[src/rtl/vend_pkg.sv]
// Shared codes, prices and state encoding for the vending transaction sequencer.
package vend_pkg;

   localparam logic [3:0] COIN_5  = 4'b0101;
   localparam logic [3:0] COIN_10 = 4'b1010;

   localparam logic [1:0] CH_P1 = 2'b01;
   localparam logic [1:0] CH_P2 = 2'b10;

   localparam int unsigned PRICE_P1    = 10;
   localparam int unsigned PRICE_P2    = 5;
   localparam int unsigned CHANGE_UNIT = 5;

   typedef enum logic [2:0] {
      IDLE    = 3'b000,
      COLLECT = 3'b001,
      VEND    = 3'b010,
      CHANGE  = 3'b011
   } vend_state_t;

   // Rupee value of a coin code; 0 marks an unrecognised code.
   function automatic int unsigned coin_value(input logic [3:0] c);
      case (c)
         COIN_5:  return 5;
         COIN_10: return 10;
         default: return 0;
      endcase
   endfunction

endpackage

[src/rtl/vend_timeout_timer.sv]
// Idle timeout down-counter: load restarts the window, expired_c flags its last cycle.
module vend_timeout_timer #(
   parameter int unsigned TIMEOUT_CYC = 1024
) (
   input  logic clk,
   input  logic reset,
   input  logic clear,
   input  logic load,
   input  logic en,
   output logic expired_c
);

   localparam int unsigned CNT_W = (TIMEOUT_CYC > 1) ? $clog2(TIMEOUT_CYC) : 1;
   localparam logic [CNT_W-1:0] RELOAD = CNT_W'(TIMEOUT_CYC - 1);

   logic [CNT_W-1:0] cnt;

   always_ff @(posedge clk or negedge reset) begin
      if (!reset) begin
         cnt <= '0;
      end else if (load) begin
         cnt <= RELOAD;
      end else if (clear) begin
         cnt <= '0;
      end else if (en && (cnt != '0)) begin
         cnt <= cnt - CNT_W'(1);
      end
   end

   // A reload in the same cycle always beats expiry.
   assign expired_c = en && !load && (cnt == '0);

endmodule

[src/rtl/vend_txn_sequencer.sv]
// Vending transaction sequencer: credit collection, dispense and change handshakes.
// Define STOCK_TRACK_EN to add per-product stock counters with sold_out/restock.
module vend_txn_sequencer
   import vend_pkg::*;
#(
   parameter int unsigned CREDIT_W    = 6,
   parameter int unsigned MAX_CREDIT  = 20,
   parameter int unsigned TIMEOUT_CYC = 1024,
   parameter int unsigned STOCK_INIT  = 8
) (
   input  logic                clk,
   input  logic                reset,
   input  logic                choice_valid,
   input  logic [1:0]          choice,
   input  logic                coin_valid,
   input  logic [3:0]          coin,
   input  logic                cancel,
   output logic                dispense_req,
   output logic [1:0]          dispense_prod,
   input  logic                dispense_done,
   output logic                change_req,
   input  logic                change_done,
   output logic                coin_reject,
   output logic                vend_done,
   output logic [CREDIT_W-1:0] credit,
   output logic                busy,
   output logic [2:0]          states,
   output logic                sold_out,
   input  logic                restock
);

   localparam int unsigned SUM_W = CREDIT_W + 1;
   localparam logic [SUM_W-1:0] MAX_SUM = SUM_W'(MAX_CREDIT);

   vend_state_t         state, state_n;
   logic [1:0]          prod_q, prod_n;
   logic [CREDIT_W-1:0] price_q, price_n;
   logic [CREDIT_W-1:0] credit_n, coin_val;
   logic [SUM_W-1:0]    coin_sum;
   logic                coin_ok;
   logic                dreq_n, creq_n, reject_n, vdone_n, sold_n;
   logic [1:0]          dprod_n;
   logic                tmr_load_c, tmr_expired_c, in_stock_c;

   function automatic logic [CREDIT_W-1:0] sat_sub(input logic [CREDIT_W-1:0] a,
                                                   input logic [CREDIT_W-1:0] b);
      return (a >= b) ? (a - b) : '0;
   endfunction

   vend_timeout_timer #(.TIMEOUT_CYC(TIMEOUT_CYC)) u_timer (
      .clk       (clk),
      .reset     (reset),
      .clear     (state != COLLECT),
      .load      (tmr_load_c),
      .en        (state == COLLECT),
      .expired_c (tmr_expired_c)
   );

`ifdef STOCK_TRACK_EN
   logic [3:0] stock_p1, stock_p2;

   always_ff @(posedge clk or negedge reset) begin
      if (!reset) begin
         stock_p1 <= 4'(STOCK_INIT);
         stock_p2 <= 4'(STOCK_INIT);
      end else if ((state == IDLE) && restock) begin
         stock_p1 <= 4'(STOCK_INIT);
         stock_p2 <= 4'(STOCK_INIT);
      end else if ((state == VEND) && dispense_req && dispense_done) begin
         if ((prod_q == CH_P1) && (stock_p1 != 4'd0)) stock_p1 <= stock_p1 - 4'd1;
         if ((prod_q == CH_P2) && (stock_p2 != 4'd0)) stock_p2 <= stock_p2 - 4'd1;
      end
   end

   assign in_stock_c = (choice == CH_P1) ? (stock_p1 != 4'd0) : (stock_p2 != 4'd0);
`else
   logic [4:0] unused_feature;
   assign unused_feature = {restock, 4'(STOCK_INIT)};
   assign in_stock_c     = 1'b1;
`endif

   // Next state and next registered outputs.
   always_comb begin
      state_n    = state;
      prod_n     = prod_q;
      price_n    = price_q;
      credit_n   = credit;
      dreq_n     = dispense_req;
      dprod_n    = dispense_prod;
      creq_n     = change_req;
      reject_n   = 1'b0;
      vdone_n    = 1'b0;
      sold_n     = 1'b0;
      tmr_load_c = 1'b0;
      coin_val   = CREDIT_W'(coin_value(coin));
      coin_sum   = SUM_W'(credit) + SUM_W'(coin_val);
      coin_ok    = (coin_val != '0) && (coin_sum <= MAX_SUM);

      case (state)
         IDLE: begin
            if (coin_valid) reject_n = 1'b1;
            if (choice_valid && ((choice == CH_P1) || (choice == CH_P2))) begin
               if (!in_stock_c) begin
                  sold_n = 1'b1;
               end else begin
                  prod_n     = choice;
                  price_n    = (choice == CH_P1) ? CREDIT_W'(PRICE_P1) : CREDIT_W'(PRICE_P2);
                  state_n    = COLLECT;
                  tmr_load_c = 1'b1;
               end
            end
         end

         COLLECT: begin
            if (coin_valid) begin
               if (coin_ok) begin
                  credit_n   = coin_sum[CREDIT_W-1:0];
                  tmr_load_c = 1'b1;
               end else begin
                  reject_n = 1'b1;
               end
            end
            // Refund takes priority over dispensing and includes a coin accepted this cycle.
            if (cancel || tmr_expired_c) begin
               if (credit_n == '0) begin
                  state_n = IDLE;
               end else begin
                  state_n = CHANGE;
                  creq_n  = 1'b1;
               end
            end else if (credit >= price_q) begin
               state_n = VEND;
               dreq_n  = 1'b1;
               dprod_n = prod_q;
            end
         end

         VEND: begin
            if (coin_valid) reject_n = 1'b1;
            if (dispense_done && dispense_req) begin
               dreq_n   = 1'b0;
               dprod_n  = 2'b00;
               vdone_n  = 1'b1;
               credit_n = sat_sub(credit, price_q);
               if (credit_n != '0) begin
                  state_n = CHANGE;
                  creq_n  = 1'b1;
               end else begin
                  state_n = IDLE;
               end
            end
         end

         CHANGE: begin
            if (coin_valid) reject_n = 1'b1;
            if (credit == '0) begin
               creq_n  = 1'b0;
               state_n = IDLE;
            end else if (change_done && change_req) begin
               credit_n = sat_sub(credit, CREDIT_W'(CHANGE_UNIT));
               if (credit_n == '0) begin
                  creq_n  = 1'b0;
                  state_n = IDLE;
               end
            end
         end

         default: begin
            state_n  = IDLE;
            credit_n = '0;
            dreq_n   = 1'b0;
            dprod_n  = 2'b00;
            creq_n   = 1'b0;
         end
      endcase
   end

   always_ff @(posedge clk or negedge reset) begin
      if (!reset) begin
         state         <= IDLE;
         prod_q        <= 2'b00;
         price_q       <= '0;
         credit        <= '0;
         dispense_req  <= 1'b0;
         dispense_prod <= 2'b00;
         change_req    <= 1'b0;
         coin_reject   <= 1'b0;
         vend_done     <= 1'b0;
         sold_out      <= 1'b0;
         busy          <= 1'b0;
      end else begin
         state         <= state_n;
         prod_q        <= prod_n;
         price_q       <= price_n;
         credit        <= credit_n;
         dispense_req  <= dreq_n;
         dispense_prod <= dprod_n;
         change_req    <= creq_n;
         coin_reject   <= reject_n;
         vend_done     <= vdone_n;
         sold_out      <= sold_n;
         busy          <= (state_n != IDLE);
      end
   end

   assign states = state;

endmodule

[config.mk]
export PLATFORM = sky130hd
export DESIGN_NAME = vend_txn_sequencer
export DESIGN_NICKNAME = d
export VERILOG_FILES = /design/src/rtl/vend_pkg.sv /design/src/rtl/vend_timeout_timer.sv /design/src/rtl/vend_txn_sequencer.sv
export SDC_FILE = /design/constraint.sdc
export NUM_CORES = 1
export LEC_CHECK = 0
export BUFFER_PORTS_ARGS = -buffer_cell sky130_fd_sc_hd__buf_2
export CAP_MARGIN = 25
export CORE_MARGIN = 5
export CORE_UTILIZATION = 25
export CTS_BUF_LIST = sky130_fd_sc_hd__clkbuf_8
export DETAILED_ROUTE_END_ITERATION = 6
export PLACE_DENSITY = 0.5
export SYNTH_ARGS = -nofsm -noshare
export SYNTH_HDL_FRONTEND = slang
export SYNTH_SLANG_ARGS = --single-unit
export TNS_END_PERCENT = 20
[constraint.sdc]
create_clock -name clk -period 8.3 [get_ports clk]
set_input_delay 0 -clock clk [delete_from_list [all_inputs] [get_ports clk]]
set_output_delay 0 -clock clk [all_outputs]
set_load 0.01 [all_outputs]
==> impl_summary.txt <==
----------------------------------------------------
[Outcome]
  Run status ... completed

[Timing]
  Period minus WS final ... 3.40 ns
  Sum of negative setup slack ... 0 ns
  Layout Skew ... 0.0149 ns
  Max Fclk ... 0.294 GHz
  Worst hold margin ... 0.0289 ns
  Setup repair after global routing missed its margin ... false
  Part of the cycle the worst path needs ... 41.0%
  Relative max-transition margin ... 53.9%
  Measured slew at the worst slew-check pin ... 0.691 ns
  Count of endpoints failing hold in the final timing report ... 0
  Final-report max-slew violation count ... 0
  Finish-stage setup viols ... 0

[Setup path]
  Critical-path cell list ... inv_1 > fa_1 > xnor2_1 > xnor2_1 > o311ai_1 > o21ai_1 > nand4_2 > or2_1 > and2_1 > o311ai_0
  Buffers and inverters on the worst path ... 1
  Element type at the critical path end ... register
  Most frequent CP cell ... sky130_fd_sc_hd__xnor2_1
  Worst path max stage delay ... 0.56 ns
  Cell at the slowest stage of the critical path ... sky130_fd_sc_hd__fa_1
  Kind of launch point of the worst setup path ... register
  Crit-path max FO ... 10
  Worst EP required ... 8.44 ns
  Arrival time of data at the critical path endpoint ... 3.54 ns
  Setup CP Type ... register to register
  Family with the most delay on the worst path ... simple AND/OR/NAND/NOR gates

[Clock tree]
  CTS tree ... yes
  CTS root buf ... sky130_fd_sc_hd__clkbuf_8
  Inserted Clock Buffers ... 5
  Clock Pin Slew Worst Setup and Hold Paths ... 0.08 ns
  Maximum clock insertion buffer count ... 2
  Clk sinks ... 30
  Resized cells post-CTS ... 0
  Clock network latency to the later pin of the worst-skew pair ... 0.30 ns
  CTS H-tree depth ... 2

[Routing]
  Drt via density ... 4.94
  Detailed-routing iteration count for the pre-antenna-repair pass ... 4
  Total wire length after detailed routing ... 6.57 mm
  Iter 0 DRT Violations ... 134
  Remaining antenna violation count after routing ... 0
  DR vias ... 2199
  DRC errors left ... 0
  Average routed wire per standard cell ... 14.8 µm

[Global routing]
  Leftover overflow at the end of global routing ... 0
  Vias in the first global route ... 2190
  Initial antenna violation count ... 0
  Global-route wire length before repair ... 11.0 mm
  Gr usage total ... 11.7%
  Largest net degree at the start of global routing ... 31

[Layout]
  Layout area overhead ... 15.6%
  Fraction of final layout cells sized beyond drive strength 1 ... 16.3%
  Nets ... 338
  # diodes ... 0

[Synthesis]
  Top cell types by occurrence after synthesis ... 30 x sky130_fd_sc_hd__dfrtp_1, 29 x sky130_fd_sc_hd__nand2_1, 26 x sky130_fd_sc_hd__o21ai_0, 16 x sky130_fd_sc_hd__nor2_1, 15 x sky130_fd_sc_hd__inv_1
  Cell accounting for the most synthesized area ... sky130_fd_sc_hd__dfrtp_1
  Count of flip-flops with a built-in enable after synthesis ... 0
  Synthesis-stage register bit count ... 30
  Most area-consuming cells after synthesis ... sky130_fd_sc_hd__dfrtp_1 31%, sky130_fd_sc_hd__ha_1 5.7%, sky130_fd_sc_hd__o21ai_0 5.4%, sky130_fd_sc_hd__nand2_1 4.5%, sky130_fd_sc_hd__xnor2_1 3.6%
  Asr flop ratio synth ... 100%
  Post-synth cell types ... 63
  Most frequently used cell type in the post-synthesis netlist ... sky130_fd_sc_hd__dfrtp_1
  Cells after synthesis ... 287
  Number of synthesis warnings ... 0
  Synthesized area per cell ... 8.45 µm²
  Cell area after technology mapping ... 2420 µm²
  Primary flip-flop cell chosen by synthesis mapping ... sky130_fd_sc_hd__dfrtp_1
  Area fraction of the dominant cell type after synthesis ... 31.0%
  Seq/Total Area, Yosys ... 31.0%

[Floorplanning]
  Floorplan die height ... 108 µm
  Initial cell density of the core ... 25.3%
  I/O Pins ... 31
  Row Count ... 36
  Die footprint ... 11800 µm²
  Width of the die ... 108 µm
  Core Area ... 9590 µm²

[Power]
  Power Internal ... 285 µW
  Leak ... 0.00120 µW
  Peak supply drop ... 67.5 µV
  Power dissipated by switching net loads ... 121 µW
  Sequential fraction of design power ... 41.6%
  Power per unit of standard cell area ... 145 nW/µm²
  Clock share of power ... 37.2%
  Combinational cell fraction of total power ... 21.2%
  Switching share of power ... 29.8%

[Placed design]
  Number of I/O port buffers ... 28
  RD Place Congestion ... 0.781
  Total half-perimeter wirelength after legalization and detailed placement ... 4.85 mm

[Worst hold path]
  Type of the most critical hold path ... input pin to register

[Job]
  Maximum capacitance violations ... 0

----------------------------------------------------
==> what timing repair did <==
item | CTS | global route
hold endpoints to repair | 33 | 0
hold buffers | 4 | 0
buffers inserted | 0 | 0
==> final timing paths <==
| path | start | end | slack (ns) | cells after the start |
|---|---|---|---|---|
| max | credit[1] | u_timer.cnt[1] | 4.90 | 10 |
| min | dispense_done | vend_done | 0.03 | 3 |
| max reg2reg | credit[1] | u_timer.cnt[1] | 4.90 | 10 |
| min reg2reg | dispense_prod[0] | dispense_prod[0] | 0.50 | 1 |
| max in group asynchronous | reset | u_timer.cnt[4] | 7.56 | 2 |
| min in group asynchronous | reset | credit[0] | 0.29 | 2 |
==> logic make-up (layout without fill, tap and decap cells) <==
| group | Yosys count | count (layout) | synth area share, % |
|---|---|---|---|
| other cells | 1 | 2 | 0.155 |
| simple gates | 109 | 109 | 24.6 |
| compound gates | 86 | 86 | 24.8 |
| flops | 30 | 30 | 31.0 |
| xor+xnor | 13 | 13 | 4.70 |
| buf+inv | 31 | 55 | 5.68 |
| mux | 4 | 4 | 1.81 |
| fa+ha+maj | 13 | 13 | 7.33 |
==> through the flow <==
| step | instance area (µm²) | util, % | instances | setup slack (ns) | total power, µW |
|---|---|---|---|---|---|
| after floorplan | 2430 | - | 288 | 5.49 | 233 |
| after global placement | 2650 | 27.7 | 433 | 4.87 | 255 |
| after detailed placement | 2650 | 27.7 | 433 | 4.88 | 256 |
| after CTS | 2800 | 29.2 | 445 | 4.89 | 410 |
| after global routing | 2800 | 29.2 | 445 | 4.63 | 428 |
| final | 2800 | 29.2 | 445 | 4.90 | 406 |
==> flip-flops by register name, summed over array words and instances (netlist names), 2 cells and up <==
name,flops
credit,6
u_timer.cnt,10
prod_q,2
states,3
dispense_prod,2
price_q,2
==> layout by cell type, fill, tap and decap left out, drive strengths merged, types with 8 or more instances in the layout <==
cell type  count
a21oi         10
buf           28
dfrtp         30
ha            11
inv           15
nand2         29
nand2b        10
nand3          8
nor2          16
nor3          12
o21ai         28
xnor2         10
==> power by group through the flow <==
| stage | clock, µW | sequential [µW] | combinational [µW] |
|---|---|---|---|
| finish | 151 | 169 | 86.0 |
| global placement | 0 | 171 | 83.5 |
| floorplan | 0 | 169 | 64.6 |
| global route | 160 | 171 | 97.4 |
| CTS | 155 | 169 | 86.6 |
| detailed placement | 0 | 171 | 85.0 |
==> final cells by class <==
cell class                 instances  area [µm²]
fill                            1004        6790
clock inverter                     3        40.0
clock buffer                       5        68.8
inverter                          15        56.3
tap                              133         166
multi-input combinational        227        1540
timing repair buffer              32         180
sequential                        30         751
==> tightest hold or removal path, cell delays in order <==
cell                      delay (ns)
sky130_fd_sc_hd__buf_2          0.10
sky130_fd_sc_hd__nand2_1        0.12
sky130_fd_sc_hd__nor2_1         0.06
==> layer usage <==
metal  global-route usage (%)  part of all wire (%)  vias to the layer above
met1                     14.7                    46                     1046
met3                     1.85                   2.9                       13
met2                     20.1                    49                       39
met5                        0                     0                        -
li1                         -                     -                     1101
met4                     4.42                   2.2                        0
Power figures use the tool's default switching activity.
